<file path="src/rtl/branch_gshare_ctrl_if.sv">
// -----------------------------------------------------------------------------
// branch_gshare_ctrl_if
// Groups the fetch-side lookup signals and the execute-side training signals
// of the gshare predictor into one bundle.
//   pred_pc, pred_valid             : fetch lookup request (master -> slave)
//   prediction, pred_index          : same-cycle lookup result (slave -> master)
//   upd_valid, upd_index, upd_taken : resolved-branch training (master -> slave)
//   ready                           : table initialised, predictor live
// master = fetch/execute pipeline, slave = predictor.
// -----------------------------------------------------------------------------
interface branch_gshare_ctrl_if #(
  parameter int INDEX_BITS = 6,
  parameter int PC_WIDTH   = 32
);
  logic [PC_WIDTH-1:0]   pred_pc;
  logic                  pred_valid;
  logic                  prediction;
  logic [INDEX_BITS-1:0] pred_index;
  logic                  upd_valid;
  logic [INDEX_BITS-1:0] upd_index;
  logic                  upd_taken;
  logic                  ready;

  modport master (
    output pred_pc, pred_valid, upd_valid, upd_index, upd_taken,
    input  prediction, pred_index, ready
  );

  modport slave (
    input  pred_pc, pred_valid, upd_valid, upd_index, upd_taken,
    output prediction, pred_index, ready
  );
endinterface

</file>
<file path="src/rtl/branch_gshare_ctrl.sv">
// -----------------------------------------------------------------------------
// branch_gshare_ctrl
// Gshare branch predictor controller. Holds a table of 2-bit saturating
// counters indexed by PC[INDEX_BITS+1:2] XOR the global history register.
// After reset it sweeps the table to weakly-not-taken, then goes live.
// Ports:
//   clk   : clock, all state changes on posedge
//   reset : synchronous, active-high
//   bus   : slave side of branch_gshare_ctrl_if (lookup, training, ready)
// Lookups are combinational and read-before-write against a same-cycle update.
// -----------------------------------------------------------------------------
module branch_gshare_ctrl #(
  parameter int INDEX_BITS = 6,
  parameter int GHR_BITS   = 6,
  parameter int PC_WIDTH   = 32
) (
  input  logic                 clk,
  input  logic                 reset,
  branch_gshare_ctrl_if.slave  bus
);

  localparam int ENTRIES = 1 << INDEX_BITS;

  localparam logic [1:0] CNT_SNT = 2'b00;
  localparam logic [1:0] CNT_WNT = 2'b01;
  localparam logic [1:0] CNT_WT  = 2'b10;
  localparam logic [1:0] CNT_ST  = 2'b11;

  typedef enum logic [0:0] {
    ST_INIT = 1'b0,
    ST_RUN  = 1'b1
  } state_t;

  // One saturating step of a 2-bit direction counter.
  function automatic logic [1:0] sat_step(input logic [1:0] cnt, input logic taken);
    logic [1:0] nxt;
    case (cnt)
      CNT_SNT: nxt = taken ? CNT_WNT : CNT_SNT;
      CNT_WNT: nxt = taken ? CNT_WT  : CNT_SNT;
      CNT_WT:  nxt = taken ? CNT_ST  : CNT_WNT;
      CNT_ST:  nxt = taken ? CNT_ST  : CNT_WT;
      default: nxt = CNT_WNT;
    endcase
    return nxt;
  endfunction

  state_t                state_q;
  logic [INDEX_BITS-1:0] init_ptr_q;
  logic [GHR_BITS-1:0]   ghr_q;
  logic [GHR_BITS-1:0]   ghr_d;
  logic                  ready_q;
  logic [1:0]            pht_q [ENTRIES];

  logic [INDEX_BITS-1:0] ghr_ext_s;
  logic [INDEX_BITS-1:0] pred_index_s;
  logic                  prediction_s;
  logic                  upd_accept_s;
  logic                  pht_we_s;
  logic [INDEX_BITS-1:0] pht_waddr_s;
  logic [1:0]            pht_wdata_s;
  logic                  unused_pc_s;

  // PC bits outside the index field and the byte offset do not affect the hash.
  assign unused_pc_s = ^{bus.pred_pc[1:0], bus.pred_pc[PC_WIDTH-1:INDEX_BITS+2]};

  // Training is only honoured once the table is live and not under reset.
  assign upd_accept_s = (state_q == ST_RUN) && bus.upd_valid && !reset;

  // History shift: newest outcome enters at the LSB; a 1-bit history is just the last outcome.
  generate
    if (GHR_BITS == 1) begin : g_ghr1
      assign ghr_d = bus.upd_taken;
    end else begin : g_ghrn
      assign ghr_d = {ghr_q[GHR_BITS-2:0], bus.upd_taken};
    end
  endgenerate

  // Zero-extend the history to index width and hash it with the PC.
  always_comb begin
    ghr_ext_s                 = '0;
    ghr_ext_s[GHR_BITS-1:0]   = ghr_q;
    pred_index_s              = bus.pred_pc[INDEX_BITS+1:2] ^ ghr_ext_s;
  end

  // Lookup reads the registered table, so a same-cycle update is not yet visible.
  always_comb begin
    prediction_s = 1'b0;
    if ((state_q == ST_RUN) && bus.pred_valid) begin
      prediction_s = pht_q[pred_index_s][1];
    end else begin
      prediction_s = 1'b0;
    end
  end

  // Select the single table write for this cycle: init sweep or a training step.
  always_comb begin
    pht_we_s    = 1'b0;
    pht_waddr_s = init_ptr_q;
    pht_wdata_s = CNT_WNT;
    if (reset) begin
      pht_we_s = 1'b0;
    end else begin
      case (state_q)
        ST_INIT: begin
          pht_we_s    = 1'b1;
          pht_waddr_s = init_ptr_q;
          pht_wdata_s = CNT_WNT;
        end
        ST_RUN: begin
          if (bus.upd_valid) begin
            pht_we_s    = 1'b1;
            pht_waddr_s = bus.upd_index;
            pht_wdata_s = sat_step(pht_q[bus.upd_index], bus.upd_taken);
          end else begin
            pht_we_s = 1'b0;
          end
        end
        default: pht_we_s = 1'b0;
      endcase
    end
  end

  // Init/run controller with init pointer, history register and registered ready.
  always_ff @(posedge clk) begin
    if (reset) begin
      state_q    <= ST_INIT;
      init_ptr_q <= '0;
      ghr_q      <= '0;
      ready_q    <= 1'b0;
    end else begin
      case (state_q)
        ST_INIT: begin
          init_ptr_q <= init_ptr_q + {{(INDEX_BITS-1){1'b0}}, 1'b1};
          if (init_ptr_q == {INDEX_BITS{1'b1}}) begin
            state_q <= ST_RUN;
            ready_q <= 1'b1;
          end else begin
            state_q <= ST_INIT;
            ready_q <= 1'b0;
          end
        end
        ST_RUN: begin
          ready_q <= 1'b1;
          if (upd_accept_s) begin
            ghr_q <= ghr_d;
          end
        end
        default: begin
          state_q    <= ST_INIT;
          init_ptr_q <= '0;
          ready_q    <= 1'b0;
        end
      endcase
    end
  end

  // Pattern history table storage; contents are only meaningful after the init sweep.
  always_ff @(posedge clk) begin
    if (pht_we_s) begin
      pht_q[pht_waddr_s] <= pht_wdata_s;
    end
  end

  assign bus.prediction = prediction_s;
  assign bus.pred_index = pred_index_s;
  assign bus.ready      = ready_q;

endmodule

</file>
<file path="src/flat_wrapper.sv">
// flat-port wrapper written by rule: the top's interface ports become plain ports
module branch_gshare_ctrl_flat 
#(
  parameter int INDEX_BITS = 6,
  parameter int GHR_BITS   = 6,
  parameter int PC_WIDTH   = 32
)
  (clk, reset, bus_pred_pc, bus_pred_valid, bus_upd_valid, bus_upd_index, bus_upd_taken, bus_prediction, bus_pred_index, bus_ready);
  branch_gshare_ctrl_if #(.INDEX_BITS(INDEX_BITS), .PC_WIDTH(PC_WIDTH)) bus_i ();
  input  logic clk;
  input  logic reset;
  input wire logic [$bits(bus_i.pred_pc)-1:0] bus_pred_pc;
  input wire logic [$bits(bus_i.pred_valid)-1:0] bus_pred_valid;
  input wire logic [$bits(bus_i.upd_valid)-1:0] bus_upd_valid;
  input wire logic [$bits(bus_i.upd_index)-1:0] bus_upd_index;
  input wire logic [$bits(bus_i.upd_taken)-1:0] bus_upd_taken;
  output wire logic [$bits(bus_i.prediction)-1:0] bus_prediction;
  output wire logic [$bits(bus_i.pred_index)-1:0] bus_pred_index;
  output wire logic [$bits(bus_i.ready)-1:0] bus_ready;
  assign bus_i.pred_pc = bus_pred_pc;
  assign bus_i.pred_valid = bus_pred_valid;
  assign bus_i.upd_valid = bus_upd_valid;
  assign bus_i.upd_index = bus_upd_index;
  assign bus_i.upd_taken = bus_upd_taken;
  assign bus_prediction = bus_i.prediction;
  assign bus_pred_index = bus_i.pred_index;
  assign bus_ready = bus_i.ready;
  branch_gshare_ctrl #(.INDEX_BITS(INDEX_BITS), .GHR_BITS(GHR_BITS), .PC_WIDTH(PC_WIDTH)) u_core (.clk(clk), .reset(reset), .bus(bus_i));
endmodule
</file>
<file path="config.mk">
export PLATFORM = sky130hd
export DESIGN_NAME = branch_gshare_ctrl_flat
export DESIGN_NICKNAME = d
export VERILOG_FILES = /design/src/rtl/branch_gshare_ctrl_if.sv /design/src/rtl/branch_gshare_ctrl.sv /design/src/flat_wrapper.sv
export SDC_FILE = /design/constraint.sdc
export NUM_CORES = 1
export LEC_CHECK = 0
export ABC_AREA = 1
export BUFFER_PORTS_ARGS = -buffer_cell sky130_fd_sc_hd__buf_4
export CORE_ASPECT_RATIO = 1.25
export CORE_MARGIN = 5
export CORE_UTILIZATION = 33
export DETAILED_ROUTE_END_ITERATION = 8
export PLACE_DENSITY_LB_ADDON = 0.25
export SETUP_SLACK_MARGIN = 0.5
export SYNTH_ARGS = -nofsm -noshare
export SYNTH_HDL_FRONTEND = slang
export SYNTH_SLANG_ARGS = --single-unit
</file>
<file path="constraint.sdc">
create_clock -name clk -period 5.3 [get_ports clk]
set_input_delay 1.06 -clock clk [delete_from_list [all_inputs] [get_ports clk]]
set_output_delay 1.06 -clock clk [all_outputs]
set_load 0.02 [all_outputs]
</file>
Yosys cells after proc, flatten, opt, wreduce, memory -nomap -nowiden
Memories as Yosys holds them, arrays and structs flattened.
Index checks and enable logic that the tools add are counted.

operators by class
  add/sub/neg operators = 1
  eq/ne operators = 4
  muxes and demuxes = 20
  bitwise logic cells = 2
  reduce and logical (&&, ||, !) cells = 6

operator list
  cell                   number
  $mux W6                2
  $pmux W6 S2            1
  $mux W1                9
  $mux W2                4
  $pmux W2 S4            1
  $add A6 B1 Y6 const B  1
  $eq A6 B6 Y1 const B   1
  $xor A6 B6 Y6          1
  $eq A2 B2 Y1 const B   2
  $pmux W1 S2            2
  $pmux W2 S2            1
  $logic_and A1 B1 Y1    3
  $eq A2 B1 Y1 const B   1
  $logic_not A2 Y1       1
  $reduce_and A2 Y1      1
  $logic_not A1 Y1       1
  $not A1 Y1             1

storage, ports and cells
  register bits = 14
  RAM bits = 128
  output and inout bits = 8
  word-level logic and storage cells = 38
  memories = 1

memories
  name          depth  bits a word  read ports  clocked after Yosys merged registers in  write ports  line                      text
  u_core.pht_q  64     2            2           0                                        1            branch_gshare_ctrl.sv:52  logic [1:0] pht_q [ENTRIES];

Longest topological paths before layout
An unclocked memory read counts as a cell.

  depth after elaboration = 6
  mapped depth = 13

Worst setup path after synthesis
Ideal clock, no wire load.

  path kind = input to register
  start = input bus_upd_index[0]
  end = memory u_core.pht_q[0][1] (data pin)
  arrival time = 3545 ps
  path slack = 1254 ps
  cell stages on the path = 12
  path buffers = 1
  cells stage by stage = inv_2 -> clkbuf_1 -> nand2_1 -> nand3_1 -> nand3_1 -> nand2_1 -> nand2_1 -> nand3_1 -> nand3_1 -> nand3b_1 -> nand2_1 -> nor2_1

on the way
  word-level cells in the longest chain between the ends = 6
  elaborated cells on any way between the ends = 9

RTL lines
  what                                        line                       text
  start, declared                             flat_wrapper.sv:15         input wire logic [$bits(bus_i.upd_index)-1:0] bus_upd_index;
  $mem_v2 Z64 W2 *                            -
  $eq A2 B2 Y1, or another cell as far along  branch_gshare_ctrl.sv:37   case (cnt)
  $pmux W2 S4 *                               branch_gshare_ctrl.sv:37
  $mux W2 *                                   branch_gshare_ctrl.sv:110  if (bus.upd_valid) begin
  $pmux W2 S2 *                               branch_gshare_ctrl.sv:103  case (state_q)
  $mux W2 *                                   branch_gshare_ctrl.sv:100  if (reset) begin
  via u_core.pht_wdata_s[1]                   branch_gshare_ctrl.sv:60   logic [1:0] pht_wdata_s;
  end, declared                               branch_gshare_ctrl.sv:52

Mark *: on every way through the listed nets, which the timed path passes. The rest lies on a longest branch.

Worst setup path in the final report
  start = input bus_pred_pc[3]
  end = output bus_prediction

on the way
  word-level cells in the longest chain between the ends = 3

RTL lines
  what             line                      text
  start, declared  flat_wrapper.sv:12        input wire logic [$bits(bus_i.pred_pc)-1:0] bus_pred_pc;
  $xor A6 B6 Y6    branch_gshare_ctrl.sv:82  pred_index_s = bus.pred_pc[INDEX_BITS+1:2] ^ ghr_ext_s;
  $mem_v2 Z64 W2   -
  $mux W1          branch_gshare_ctrl.sv:88  if ((state_q == ST_RUN) && bus.pred_valid) begin
  end, declared    flat_wrapper.sv:17        output wire logic [$bits(bus_i.prediction)-1:0] bus_prediction;

No other way between the ends.

==> impl_metrics.yaml <==
outcome:
  status: "finished, final reports clean"
yosys:
  yosysWarnings: 0
  syn-num-nets: 801
  yosys_register_bits: 141
  ys.flop_type: "edfxtp_1"
  avgSynthCellArea_um2: 9.09
  ys_types: 27
  synth_cells: 757
  postSynth.asyncResetShare_pct: 0
  syn_area_um2: 6880
  synth.yosys.seq_area_share_pct: 59.7
  synth_edf_count: 128
placement:
  place.port_buffers: 24
  gp_congestion: 0.779
  place_ws_ns: 1.13
  place_hpwl_mm: 12.0
  place_area_um2: 7350
power_and_ir_drop:
  power_leakage_nw: 3.06
  p_sw_share_pct: 22.8
  finalPower_w: 0.00265
  p_per_area_nw_per_um2: 332
  pwr-share-comb_pct: 7.1
  switchingPower_w: 0.000604
  vdd_drop_max_mv: 0.146
  p_int_w: 0.00204
  seqPwrFrac_pct: 45.4
  pwr-share-clk_pct: 47.6
worst_setup_path:
  critPathMaxFanout: 17
  ff2ff_path_depth: 8
  critPathRequiredTime_ns: 4.24
  end_kind: "primary output"
  critPathKind: "input pin to primary output"
  start_kind: "input pin"
  crit_arrival_ns: 2.97
floorplanning:
  die_h_um: 171
  start_util_pct: 33.3
  num_rows: 59
  ios: 51
  dieArea_um2: 23800
  die_w_um: 139
  core_area_um2: 20700
clocking:
  ctsResizeCount: 0
  clockBufferDepth: 2
  clk_pin_slew_ns: 0.06
  cts_tree: "yes"
  htree_levels: 4
  numCtsBuffers: 17
  cts.sinks: 141
  clock_latency_ns: 0.43
  post-cts-setup-buffer-count: 0
  clockRootBuffer: "clkbuf_16"
  cts_hold_buf: 0
final_layout:
  syn_to_final_growth_pct: 15.9
  drive_gt1_share_pct: 12.9
  final_cell_mix: "nand2_1 (253), nand3_1 (173), edfxtp_1 (128)"
  layout.cells.most_common: "nand2_1"
  fillers: 2110
  nets: 823
  n_antenna_cell: 0
  final_area_um2: 7970
timing:
  timing.slew.headroom_pct: 35.8
  tightest_slew_ns: 0.964
  period_share_pct: 76.1
  fin_ws_ns: 1.27
  drv_slew: 0
  fmax_mhz: 248
  fin_crit_ns: 4.03
  finalSetupViolations: 0
  finalHoldViolCount: 0
  rsz0062_at_grt: "no"
  fin_skew_ns: 0.0122
  tns_ns: 0
routing:
  vias: 5452
  drt-initial-drc-count: 497
  dr.pass1.iters: 5
  wl_per_cell_um: 18.3
  routed_wl_mm: 19.5
  drc: 0
  antenna_left: 0
  viasPerCell: 5.11
global_routing:
  antenna_found_initial: 0
  grt_pass1_vias: 5259
  grt_overflow: 0
  grt_pass1_wl_mm: 30.2
  grt_max_degree: 66
  grtUsageTotal_pct: 16.7
hold_path:
  hold_depth: 2
  hold_class: "register to register"
job:
  drv_cap: 0
[path summary, 6_finish.rpt]
| check | startpoint | end | slack, ns |
|---|---|---|---|
| setup / recovery | bus_pred_pc[3] | bus_prediction | 1.27 |
| hold / removal | u_core.init_ptr_q[4] | u_core.bus.ready | 0.49 |
| setup reg to reg | u_core.bus.ready | u_core.pht_q[29][0] | 2.72 |
| hold reg to reg | u_core.init_ptr_q[4] | u_core.bus.ready | 0.49 |
[power by group through the flow]
stage          Sequential (W)  Combinational (W)  Clock, W
6_report              0.00120           0.000187   0.00126
5_1_grt               0.00120           0.000204   0.00132
4_1_cts               0.00120           0.000189   0.00127
3_5_place_dp          0.00122           0.000188         0
3_3_place_gp          0.00122           0.000188         0
2_1_floorplan         0.00122           0.000116         0
[logic make-up (layout without fill, tap and decap cells)]
family | Yosys count | in the layout | synth area share (%)
buf+inv | 64 | 99 | 4.00
compound gates | 25 | 25 | 2.20
simple gates | 521 | 521 | 33.1
xor+xnor | 5 | 5 | 0.855
flops | 141 | 141 | 59.7
fa+ha+maj | 1 | 1 | 0.182
[metrics by stage]
step | instances | hold slack, ns | utilization [%]
after floorplan | 757 | 0.456 | -
after global placement | 1034 | 0.475 | 35.6
after detailed placement | 1034 | 0.478 | 35.6
after CTS | 1066 | 0.489 | 38.6
after global routing | 1066 | 0.524 | 38.6
final | 1066 | 0.490 | 38.6
[synthesized netlist by cell type, types with 6 or more instances]
cell,n,area share [%]
a21oi_1,8,0.58
buf_2,19,1.4
clkbuf_1,14,0.76
dfxtp_1,13,3.8
edfxtp_1,128,56
inv_1,19,1.0
inv_2,9,0.49
nand2_1,254,14
nand3_1,173,13
nand4_2,8,1.5
nor2_1,74,4.0
o21ai_0,10,0.73
o21ai_2,6,0.76
[flip-flops by register name, indices dropped and copies added, names as in the netlist]
name	count
u_core.ghr_ext_s	6
u_core.pht_q	128
u_core.init_ptr_q	6
u_core.bus.ready	1
[critical path, cell delays in order]
cell,delay [ns]
buf_4,0.12
xnor2_2,0.47
inv_2,0.36
nand3_1,0.19
nand3_1,0.11
nand3_1,0.10
nand3_1,0.12
nand3_1,0.12
nand2_1,0.05
nor2_1,0.09
buf_4,0.15
[routing by layer]
metal | GRT usage, % | share of wire [%] | vias to the layer above
met5 | 0 | 0 | -
met2 | 28.9 | 49 | 178
met3 | 2.81 | 5.8 | 35
li1 | - | - | 2629
met1 | 20.6 | 42 | 2610
met4 | 7.32 | 2.9 | 0
[area by class of cell]
type | instances | area, um2 | share of cell area [%]
Sequential cell | 141 | 4100 | 51.5
Multi-Input combinational cell | 552 | 2510 | 31.5
Timing Repair Buffer | 38 | 285 | 3.58
Inverter | 29 | 109 | 1.37
Clock inverter | 13 | 189 | 2.37
Clock buffer | 19 | 433 | 5.43
Tap cell | 274 | 343 | 4.30
Note: power is estimated with default switching activity, not from simulation.
